## config.mk

```make
export PLATFORM = sky130hd
export DESIGN_NAME = mem_access_unit
export DESIGN_NICKNAME = d
export VERILOG_FILES = /design/src/rtl/mem_access_pkg.sv /design/src/rtl/mem_lane_align.sv /design/src/rtl/mem_access_unit.sv
export SDC_FILE = /design/constraint.sdc
export NUM_CORES = 1
export LEC_CHECK = 0
export CAP_MARGIN = 25
export CORE_ASPECT_RATIO = 1.4
export CORE_MARGIN = 8
export CORE_UTILIZATION = 50
export CTS_BUF_LIST = sky130_fd_sc_hd__clkbuf_4 sky130_fd_sc_hd__clkbuf_8
export DETAILED_ROUTE_END_ITERATION = 12
export HOLD_SLACK_MARGIN = 0.1
export PLACE_DENSITY = 0.9
export SETUP_SLACK_MARGIN = 0.2
export SYNTH_ARGS = -nofsm -noshare
export SYNTH_HDL_FRONTEND = slang
export SYNTH_SLANG_ARGS = --single-unit
```

## constraint.sdc

```tcl
create_clock -name clock -period 4 [get_ports clock]
set_input_delay 0.4 -clock clock [delete_from_list [all_inputs] [get_ports clock]]
set_output_delay 0.4 -clock clock [all_outputs]
set_load 0.05 [all_outputs]
```

## src/rtl/mem_access_pkg.sv

```systemverilog
// Shared definitions for the load/store access unit: funct3 codes, FSM
// encoding, byte-lane masks and access-classification helpers.
package mem_access_pkg;

  localparam logic [2:0] FU3_B  = 3'd0;
  localparam logic [2:0] FU3_H  = 3'd1;
  localparam logic [2:0] FU3_W  = 3'd2;
  localparam logic [2:0] FU3_BU = 3'd4;
  localparam logic [2:0] FU3_HU = 3'd5;

  localparam logic [2:0] S_IDLE  = 3'd0;
  localparam logic [2:0] S_REQ   = 3'd1;
  localparam logic [2:0] S_WAIT  = 3'd2;
  localparam logic [2:0] S_RESP  = 3'd3;
  localparam logic [2:0] S_REQ2  = 3'd4;
  localparam logic [2:0] S_WAIT2 = 3'd5;

  typedef enum logic [2:0] {
    ST_IDLE  = S_IDLE,
    ST_REQ   = S_REQ,
    ST_WAIT  = S_WAIT,
    ST_RESP  = S_RESP,
    ST_REQ2  = S_REQ2,
    ST_WAIT2 = S_WAIT2
  } state_t;

  localparam logic [7:0] MASK_B = 8'h01;
  localparam logic [7:0] MASK_H = 8'h03;
  localparam logic [7:0] MASK_W = 8'h0F;

  function automatic logic fu3_illegal(input logic [2:0] fu3, input logic we);
    case (fu3)
      FU3_B, FU3_H, FU3_W: return 1'b0;
      FU3_BU, FU3_HU:      return we;
      default:             return 1'b1;
    endcase
  endfunction

  function automatic logic [7:0] size_mask(input logic [2:0] fu3);
    case (fu3[1:0])
      2'd0:    return MASK_B;
      2'd1:    return MASK_H;
      default: return MASK_W;
    endcase
  endfunction

  function automatic logic is_misaligned(input logic [2:0] fu3, input logic [1:0] off);
    return ((fu3[1:0] == 2'd1) && off[0]) || ((fu3[1:0] == 2'd2) && (off != 2'd0));
  endfunction

  // An access crosses a word when its shifted lane mask spills into the upper nibble.
  function automatic logic is_crossing(input logic [2:0] fu3, input logic [1:0] off);
    logic [7:0] m;
    m = size_mask(fu3) << off;
    return |m[7:4];
  endfunction

endpackage

```

## src/rtl/mem_lane_align.sv

```systemverilog
// Combinational load aligner: picks the addressed bytes out of a 64-bit
// {hi,lo} buffer and applies sign or zero extension per funct3.
module mem_lane_align
  import mem_access_pkg::*;
(
  input  logic [31:0] lo,
  input  logic [31:0] hi,
  input  logic [1:0]  offset,
  input  logic [2:0]  fu3,
  output logic [31:0] data
);

  logic [31:0] shifted;

  always_comb begin
    shifted = 32'({hi, lo} >> {offset, 3'b000});
    case (fu3)
      FU3_B:   data = {{24{shifted[7]}}, shifted[7:0]};
      FU3_H:   data = {{16{shifted[15]}}, shifted[15:0]};
      FU3_BU:  data = {24'h0, shifted[7:0]};
      FU3_HU:  data = {16'h0, shifted[15:0]};
      default: data = shifted;
    endcase
  end

endmodule

```

## src/rtl/mem_access_unit.sv

```systemverilog
// Multicycle load/store unit with req/gnt/rvalid memory handshake.
// Define MEM_ACCESS_SPLIT_EN to split word-crossing accesses into two beats.
module mem_access_unit
  import mem_access_pkg::*;
#(
  parameter int unsigned ADDR_W = 32
) (
  input  logic              clock,
  input  logic              reset,
  input  logic              req_valid,
  output logic              req_ready,
  input  logic              req_we,
  input  logic [2:0]        req_fu3,
  input  logic [ADDR_W-1:0] req_addr,
  input  logic [31:0]       req_wdata,
  output logic              rsp_valid,
  output logic [31:0]       rsp_rdata,
  output logic              rsp_fault,
  output logic              mem_req,
  input  logic              mem_gnt,
  output logic              mem_we,
  output logic [ADDR_W-1:0] mem_addr,
  output logic [3:0]        mem_be,
  output logic [31:0]       mem_wdata,
  input  logic              mem_rvalid,
  input  logic [31:0]       mem_rdata
);

  state_t            state;
  logic              we_q;
  logic [2:0]        fu3_q;
  logic [ADDR_W-1:0] addr_q;
  logic [31:0]       wdata_q;
  logic              fault_q;
  logic [31:0]       lo_q;
  logic [31:0]       hi_word;
  logic              req_bad;
  logic              beat2;
  logic [ADDR_W-1:0] word_addr;
  logic [7:0]        mask8;
  logic [63:0]       wdata64;
  logic [31:0]       load_data;

`ifdef MEM_ACCESS_SPLIT_EN
  logic [31:0] hi_q;
  assign req_bad = fu3_illegal(req_fu3, req_we);
  assign beat2   = (state == ST_REQ2);
  assign hi_word = hi_q;
`else
  assign req_bad = fu3_illegal(req_fu3, req_we) | is_misaligned(req_fu3, req_addr[1:0]);
  assign beat2   = 1'b0;
  assign hi_word = '0;
`endif

  always_ff @(posedge clock or negedge reset) begin
    if (!reset) begin
      state   <= ST_IDLE;
      we_q    <= 1'b0;
      fu3_q   <= '0;
      addr_q  <= '0;
      wdata_q <= '0;
      fault_q <= 1'b0;
      lo_q    <= '0;
`ifdef MEM_ACCESS_SPLIT_EN
      hi_q    <= '0;
`endif
    end else begin
      case (state)
        ST_IDLE: begin
          if (req_valid) begin
            we_q    <= req_we;
            fu3_q   <= req_fu3;
            addr_q  <= req_addr;
            wdata_q <= req_wdata;
            fault_q <= req_bad;
            lo_q    <= '0;
`ifdef MEM_ACCESS_SPLIT_EN
            hi_q    <= '0;
`endif
            state   <= req_bad ? ST_RESP : ST_REQ;
          end
        end
        ST_REQ: if (mem_gnt) state <= ST_WAIT;
        ST_WAIT: begin
          if (mem_rvalid) begin
            lo_q  <= mem_rdata;
`ifdef MEM_ACCESS_SPLIT_EN
            state <= is_crossing(fu3_q, addr_q[1:0]) ? ST_REQ2 : ST_RESP;
`else
            state <= ST_RESP;
`endif
          end
        end
`ifdef MEM_ACCESS_SPLIT_EN
        ST_REQ2: if (mem_gnt) state <= ST_WAIT2;
        ST_WAIT2: begin
          if (mem_rvalid) begin
            hi_q  <= mem_rdata;
            state <= ST_RESP;
          end
        end
`endif
        ST_RESP: state <= ST_IDLE;
        default: state <= ST_IDLE;
      endcase
    end
  end

  assign word_addr = {addr_q[ADDR_W-1:2], 2'b00};
  assign mask8     = size_mask(fu3_q) << addr_q[1:0];
  assign wdata64   = {32'h0, wdata_q} << {addr_q[1:0], 3'b000};

  assign req_ready = (state == ST_IDLE);
  assign mem_req   = (state == ST_REQ) || beat2;

  // Beat outputs are only meaningful while a request is on the bus; hold them at 0 otherwise.
  always_comb begin
    mem_we    = 1'b0;
    mem_addr  = '0;
    mem_be    = '0;
    mem_wdata = '0;
    if (mem_req) begin
      mem_we   = we_q;
      mem_addr = beat2 ? word_addr + ADDR_W'(4) : word_addr;
      if (we_q) begin
        mem_be    = beat2 ? mask8[7:4] : mask8[3:0];
        mem_wdata = beat2 ? wdata64[63:32] : wdata64[31:0];
      end else begin
        mem_be = 4'hF;
      end
    end
  end

  mem_lane_align u_align (
    .lo     (lo_q),
    .hi     (hi_word),
    .offset (addr_q[1:0]),
    .fu3    (fu3_q),
    .data   (load_data)
  );

  assign rsp_valid = (state == ST_RESP);
  assign rsp_fault = rsp_valid & fault_q;
  assign rsp_rdata = (rsp_valid && !we_q && !fault_q) ? load_data : '0;

endmodule

```

* After elaboration in Yosys (flattened, before gate mapping) *
Cells that the tools add are included.

word-level totals
  input port bits = 105
  register bits = 104
  output and inout port bits = 105

operators by class
  muxes and demuxes = 18
  reduce and logical (&&, ||, !) cells = 18
  shifts and indexed selects = 3
  bitwise gates (word level) = 2
  equality and inequality tests = 16

operator list
  operator              count
  $mux W32              6
  $pmux W32 S4          1
  $pmux W32 S2          1
  $shl A32 B5 Y32       1
  $shr A32 B5 Y32       1
  $eq A3 B3 Y1 const B  4
  $eq A3 B1 Y1 const B  3
  $eq A3 B2 Y1 const B  3
  $logic_not A3 Y1      3
  $mux W3               3
  $pmux W3 S3           1
  $mux W4               2
  $pmux W4 S2           1
  $shl A8 B2 Y4         1
  $reduce_and A3 Y1     2
  $eq A2 B1 Y1 const B  2
  $logic_and A1 B1 Y1   4
  $ne A2 B2 Y1 const B  2
  $reduce_bool A2 Y1    2
  $reduce_or A3 Y1      1
  $eq A2 B2 Y1 const B  1
  $logic_not A1 Y1      2
  $logic_not A2 Y1      1
  $mux W2               1
  8 further kinds       8

* Depth between registers and ports, before layout *
Gate-level depths: netlist of the first run.

  depth after elaboration = 7
  gate-level depth with buffers = 7
  depth with buffers taken out = 5

* Hierarchy *
Synthesis of the first run repeated with hierarchy kept, for this count alone.

second synthesis, totals
  cells, all modules = 516
  area, all modules = 6097.1 µm²

modules (own cells, without submodules)
  module           instances  seq. area each (µm²)  area each (µm²)  cells an instance
  mem_access_unit  1          2577.5                4977.3           415
  mem_lane_align   1          0.0                   1119.8           101

* Worst setup path after synthesis of the first run *
OpenSTA, ideal clock, no wires.

  kind = reg-to-output
  from = reg state[1]
  to = out mem_wdata[30]
  arrival time = 2750 ps
  slack = 850 ps
  stages on the path, launching flop included = 6
  cells stage by stage = dfrtp_1 -> inv_1 -> ha_1 -> nand2_1 -> clkbuf_1 -> a211oi_1

on the way
  longest elaborated chain between the ends = 2

ends and longest elaborated chain
  item                    RTL line                RTL
  from (decl)             mem_access_unit.sv:29   state_t state;
  from (signal assigned)  mem_access_unit.sv:80   state <= req_bad ? ST_RESP : ST_REQ;
  $eq A3 B1 Y1            mem_access_unit.sv:114  assign mem_req = (state == ST_REQ) || beat2;
  named net mem_req       mem_access_unit.sv:19   output logic mem_req,
  $mux W32                mem_access_unit.sv:122  if (mem_req) begin
  to (decl)               mem_access_unit.sv:24   output logic [31:0] mem_wdata,

The timed path passes the listed nets, and every way through them passes these cells.

* Final worst setup path of the first run *
  from = reg state[1]
  to = out mem_wdata[0]

on the way
  longest elaborated chain between the ends = 2

ends and longest elaborated chain
  item          RTL line
  $eq A3 B1 Y1  mem_access_unit.sv:114
  $mux W32      mem_access_unit.sv:122

Every way passes these cells.

==> results of run 1 <==
metal layers:
metal,vias to the layer above,wire length (µm),GRT usage
met2,213,9620,0.420
met4,0,637,0.102
met3,42,1460,0.0695
li1,2190,-,-
met5,-,0,0
met1,2384,6340,0.249
path summary, 6_finish.rpt:
| check | from | to | slack, ps | depth (start not counted) |
|---|---|---|---|---|
| min reg2reg | wdata_q[24]$_DFFE_PN0P_ | wdata_q[24]$_DFFE_PN0P_ | 510 | 1 |
| min in group clock | wdata_q[24]$_DFFE_PN0P_ | wdata_q[24]$_DFFE_PN0P_ | 510 | 1 |
| max | state[1]$_DFFE_PN0P_ | mem_wdata[0] | 540 | 7 |
| min | reset | addr_q[13]$_DFFE_PN0P_ | 110 | 1 |
| max reg2reg | state[0]$_DFFE_PN0P_ | addr_q[15]$_DFFE_PN0P_ | 1630 | 5 |
| max in group asynchronous | reset | lo_q[26]$_DFFE_PN0P_ | 2820 | 2 |
worst max-delay path: cells and delay by family, from the launching register on:
kind / cells / cell delay (ps)
buffers and inverters: 3 / 540
flip-flops: 1 / 420
AND/OR/NAND/NOR: 3 / 1560
adder cells (fa/ha/maj): 1 / 160
cells by family after synthesis:
family | Yosys count | share of synthesized area
compound gates | 101 | 0.155
xor+xnor | 1 | 0.00152
fa+ha+maj | 4 | 0.00868
buf+inv | 51 | 0.0521
flops | 103 | 0.447
mux | 109 | 0.209
other cells | 1 | 0.000650
simple gates | 129 | 0.126
where the power goes:
group	leakage, nW	internal, W	switching, W	total, W
sequential	1.27	0.00156	0.000441	0.00200
combinational	2.01	0.00161	0.00222	0.00382
clock	0.0863	0.000240	0.000388	0.000627
total	3.36	0.00340	0.00304	0.00644
through the flow:
step | std cells | cell area, µm² | hold slack (ps)
floorplan | 500 | 5770 | 104
CTS | 833 | 8080 | 133
detailed placement | 817 | 7900 | 488
global route | 834 | 8110 | 175
global placement | 817 | 7900 | 478
finish | 834 | 8110 | 106
area by class of cell:
type                       count  share of cell area
inverter                       7             0.00324
tap                          144              0.0222
clock buffer                   9              0.0153
sequential                   103               0.318
multi-input combinational    346               0.357
timing repair buffer         218               0.276
clock inverter                 7             0.00771
cell usage in the layout (no fill, tap or decap), drive strengths merged, types with 3 or more instances in the layout:
cell type	instances
nand2	6
a21oi	3
nor2b	14
ha	4
dfrtp	103
o21ai	4
nor2	33
a211oi	23
clkbuf	9
mux2	86
a221oi	9
and2	39
inv	9
mux2i	23
o211ai	16
buf	24
clkdlybuf4s50	194
a2bb2oi	8
nand3	17
a22o	32
clkinvlp	3
nor3	11
registers in the layout, indices dropped and copies added, names as in the netlist:
name	cells
fu3_q	3
addr_q	32
fault_q	1
state	2
wdata_q	32
lo_q	32
we_q	1
==> summary.md, run 1 <==
| Metric | Value |
|---|---|
| Status | `finished clean` |
| Pleak | `3.36 nW` |
| Slowest stage delay, CP | `820 ps` |
| Drt wl/cell | `21.6 µm` |
| Synthesized flop and latch total | `103` |
| Max IR drop VDD | `0.494 mV` |
| Area used by multi-input combinational logic | `2900 µm²` |
| Number of global-route vias before repair | `5264` |
| Crit Path Max Fanout | `35` |
| Post-synth top flop | `dfrtp_1` |
| WL final | `18100 µm` |
| Mapped Cells | `499` |
| DRT antenna net count | `0` |
| Register clock-pin slew on the reported worst setup and hold paths | `120 ps` |
| Hold buffer count at CTS | `0` |
| Root Driver | `clkbuf_8` |
| Tcrit/Tclk final | `0.866` |
| Sequential area share after synthesis | `0.447` |
| Slowest-stage cell, CP | `nor3_1` |
| Crit end category | `output pin` |
| Final WS setup | `535 ps` |
| Yosys top cell area share | `0.447` |
| Clk buf depth | `2` |
| Post-CTS setup buffers | `0` |
| Count leader, synth | `dfrtp_1` |
| First-pass GRT wire length | `28500 µm` |
| I/O pin count | `210` |
| Final Slew Violations | `0` |
| Startpoint Class | `flip-flop` |
| CORE AREA | `11300 µm²` |
| Crit path time final | `3460 ps` |
| Yosys warning count | `0` |
| Fraction of registers with async set/reset | `1.00` |
| Port buffer count | `207` |
| CTS tree | `yes` |
| Die Width | `107 µm` |
| Post-synth EDFFs | `0` |
| # setup viols final | `0` |
| Grt ovf | `0` |
| Clock sink count | `103` |
| Fmax achieved | `0.289 GHz` |
| Pre-antenna DRT Iters | `4` |
| Fill cell count | `823` |
| Syn_area_per_cell | `11.6 µm²` |
| Cell taking the most area after synthesis | `dfrtp_1` |
| Clock latency at the later pin of the worst-skew pair | `380 ps` |
| Post_cts resized | `0` |
| GRT Total Usage | `0.235` |
| Util after Layout | `0.719` |
| Total vias in the final route | `4829` |
| Post-synth cell types | `46` |
| CP Class | `flip-flop to output pin` |
| Worst hold path type | `primary input to asynchronous set/reset pin` |
| Power per cell area | `794 nW/µm²` |
| Final Wtd Congestion | `0.846` |
| Initial Utilization | `0.511` |
| Largest net degree at the start of global routing | `66` |
| Detail Placement HPWL | `13800 µm` |
| Post-Syn Area | `5770 µm²` |
| Max Cap Violations | `0` |
| Layout cells sized above 1 | `0.219` |
| Actual slew at the worst max-slew pin | `900 ps` |
| Die Ht | `143 µm` |
| Nets | `794` |
| Final Hold Violating Endpoints | `0` |
| Worst EP arrival | `3060 ps` |
| Headroom to the max-slew limit | `0.398` |
| Commonest cells post-synth | `103 x dfrtp_1, 85 x mux2_2, 39 x and2_1` |
| H-tree levels | `3` |
| Register area | `2580 µm²` |
| Inserted Clock Buffers | `9` |
| Worst slack, placed | `860 ps` |
| Drt via density | `5.79` |
| Number of diodes | `0` |
| RSZ-0062 raised after global routing | `false` |
| Area delta synth->final | `40.7%` |
| TNS Setup | `0 ps` |
| Worst-case clock skew | `13.3 ps` |
| Worst EP required | `3600 ps` |
| Num rows | `46` |
| Die area | `15300 µm²` |
| Total power | `0.00644 W` |
| Initial antenna violation count | `0` |
| Residual DRC count | `0` |
| Drt initial violations | `201` |
| Crit path cell chain | `inv_1, ha_1, buf_4, nand2_1, nor3_1, and2_1, buf_12` |
| Top post-synthesis cells by area | `dfrtp_1 45%, mux2_2 17%, a22o_1 4.9%` |
No activity file was read; power rests on OpenSTA's default activity.
==> run 2, diff against run 1 <==
--- a/config.mk
+++ b/config.mk
@@ -6,9 +6,11 @@
 export NUM_CORES = 1
 export LEC_CHECK = 0
 export CAP_MARGIN = 25
+export CELL_PAD_IN_SITES_DETAIL_PLACEMENT = 1
+export CELL_PAD_IN_SITES_GLOBAL_PLACEMENT = 1
 export CORE_ASPECT_RATIO = 1.4
 export CORE_MARGIN = 8
-export CORE_UTILIZATION = 50
+export CORE_UTILIZATION = 38
 export CTS_BUF_LIST = sky130_fd_sc_hd__clkbuf_4 sky130_fd_sc_hd__clkbuf_8
 export DETAILED_ROUTE_END_ITERATION = 12
 export HOLD_SLACK_MARGIN = 0.1
==> summary.md, run 2 (synthesized netlist as in run 1, its figures left out) <==
| Metric | Value |
|---|---|
| # setup viols final | `0` |
| Worst hold path type | `primary input to asynchronous set/reset pin` |
| Die Ht | `162 µm` |
| Die Width | `120 µm` |
| Nets | `797` |
| Dpl cells | `865` |
| Clock latency at the later pin of the worst-skew pair | `380 ps` |
| Initial Utilization | `0.386` |
| Drt via density | `5.50` |
| Number of diodes | `0` |
| TNS Setup | `0 ps` |
| Crit end category | `output pin` |
| CTS tree | `yes` |
| H-tree levels | `3` |
| Fmax achieved | `0.281 GHz` |
| Finished Layout Cells | `885` |
| Hold slack | `497 ps` |
| Grt ovf | `0` |
| Final Wtd Congestion | `0.844` |
| Pleak | `3.39 nW` |
| Top flop regs | `addr_q: 32 flops, lo_q: 32 flops, wdata_q: 32 flops` |
| CORE AREA | `14900 µm²` |
| Die area | `19400 µm²` |
| Final Slew Violations | `0` |
| Detail Placement HPWL | `15300 µm` |
| Max Cap Violations | `0` |
| CP Class | `flip-flop to output pin` |
| Slowest stage delay, CP | `910 ps` |
| RSZ-0062 raised after global routing | `false` |
| Actual slew at the worst max-slew pin | `873 ps` |
| Status | `finished clean` |
| Most frequent cells in the layout | `190 x clkdlybuf4s50_1, 101 x dfrtp_1, 85 x mux2_2, 39 x and2_1` |
| Worst EP arrival | `3160 ps` |
| Clock sink count | `103` |
| Inserted Clock Buffers | `9` |
| Buffers and inverters on the worst path | `3` |
| DRT antenna net count | `0` |
| Tcrit/Tclk final | `0.889` |
| Drt wl/cell | `22.6 µm` |
| Crit Path Max Fanout | `35` |
| GRT Total Usage | `0.204` |
| Port buffer count | `207` |
| Register clock-pin slew on the reported worst setup and hold paths | `110 ps` |
| Largest net degree at the start of global routing | `38` |
| Slowest-stage cell, CP | `clkdlybuf4s50_1` |
| Worst EP required | `3600 ps` |
| Area delta synth->final | `42.0%` |
| Clk buf depth | `2` |
| Total vias in the final route | `4864` |
| Drt initial violations | `229` |
| Worst-case clock skew | `14.1 ps` |
| Pre-antenna DRT Iters | `4` |
| Max IR drop VDD | `0.401 mV` |
| Residual DRC count | `0` |
| I/O pin count | `210` |
| First-pass GRT wire length | `31100 µm` |
| Headroom to the max-slew limit | `0.416` |
| WL final | `20000 µm` |
| Number of global-route vias before repair | `5487` |
| Layout cells sized above 1 | `0.228` |
| Num rows | `53` |
| Crit path time final | `3560 ps` |
| Power per cell area | `795 nW/µm²` |
| Top delay family on crit path | `buffers and inverters` |
| Final Hold Violating Endpoints | `0` |
| Most common cell after layout, fill and taps aside | `clkdlybuf4s50_1` |
| Startpoint Class | `flip-flop` |
| Crit path cell chain | `inv_1, ha_1, buf_4, nand2_1, a211oi_1, clkdlybuf4s50_1` |
| Root Driver | `clkbuf_8` |
| Initial antenna violation count | `1` |
[run 2: changes by cell type in the layout (fill, tap and decap cells not counted)]
| cell | previous run | this run |
|---|---|---|
| nor3_1 | 11 | 10 |
| inv_8 | 2 | 0 |
| clkbuf_8 | 9 | 10 |
| inv_6 | 2 | 3 |
| clkinvlp_4 | 3 | 1 |
| nor3_2 | 0 | 1 |
| clkinv_2 | 0 | 1 |
| clkbuf_4 | 0 | 1 |
| dlygate4sd3_1 | 0 | 1 |
| clkdlybuf4s50_1 | 194 | 190 |
| buf_4 | 15 | 21 |
[run 2: layout make-up]
type,instances,area [µm²]
Tap cell,192,240
Clock buffer,11,145
Clock inverter,5,38.8
Inverter,7,26.3
Fill cell,1574,6730
Sequential cell,103,2580
Multi-Input combinational cell,346,2900
Timing Repair Buffer,221,2260
[run 2: power breakdown]
part	switching, W	internal [W]	total, W	leakage, nW
clock network	0.000382	0.000257	0.000638	0.0942
logic	0.00219	0.00161	0.00380	2.03
registers	0.000519	0.00155	0.00207	1.27
total	0.00309	0.00342	0.00651	3.39
[run 2: repair_timing]
action / in CTS / in global routing
gates cloned: 0 / 0
setup buffers: 2 / 0
gates resized for setup: 0 / 1
setup endpoints to repair: 1 / 5
endpoints found under the hold margin: 32 / 0
hold buffers: 1 / 0
[run 2: worst register-to-register path, delay by kind of cell, from the launching register on]
family        cells  cell delay (ps)
simple gates      1              670
flops             1              420
mux               1              390
buf+inv           2              560
fa+ha+maj         1              280
[run 2: final timing paths]
check	slack, ps	startpoint	cells after the start	to
hold reg to reg	500	wdata_q[29]$_DFFE_PN0P_	1	wdata_q[29]$_DFFE_PN0P_
setup reg to reg	1590	state[0]$_DFFE_PN0P_	5	addr_q[25]$_DFFE_PN0P_
min in group clock	500	wdata_q[29]$_DFFE_PN0P_	1	wdata_q[29]$_DFFE_PN0P_
max in group asynchronous	2590	reset	3	lo_q[28]$_DFFE_PN0P_
setup / recovery	440	state[1]$_DFFE_PN0P_	6	mem_wdata[29]
hold / removal	500	reset	2	lo_q[29]$_DFFE_PN0P_
[run 2: through the flow]
| stage | util | total power (W) | area, µm² | setup WS (ps) |
|---|---|---|---|---|
| after CTS | 0.547 | 0.00650 | 8160 | 341 |
| after floorplan | - | 0.00471 | 5770 | 850 |
| after detailed placement | 0.533 | 0.00583 | 7950 | 663 |
| after global placement | 0.533 | 0.00566 | 7950 | 849 |
| final | 0.549 | 0.00651 | 8190 | 444 |
| after global routing | 0.549 | 0.00686 | 8190 | 247 |
[run 2: metal layers]
metal	global-route usage	wire (µm)
met2	0.381	11000
met5	0	10
met4	0.0741	488
met3	0.0580	1320
met1	0.211	7130
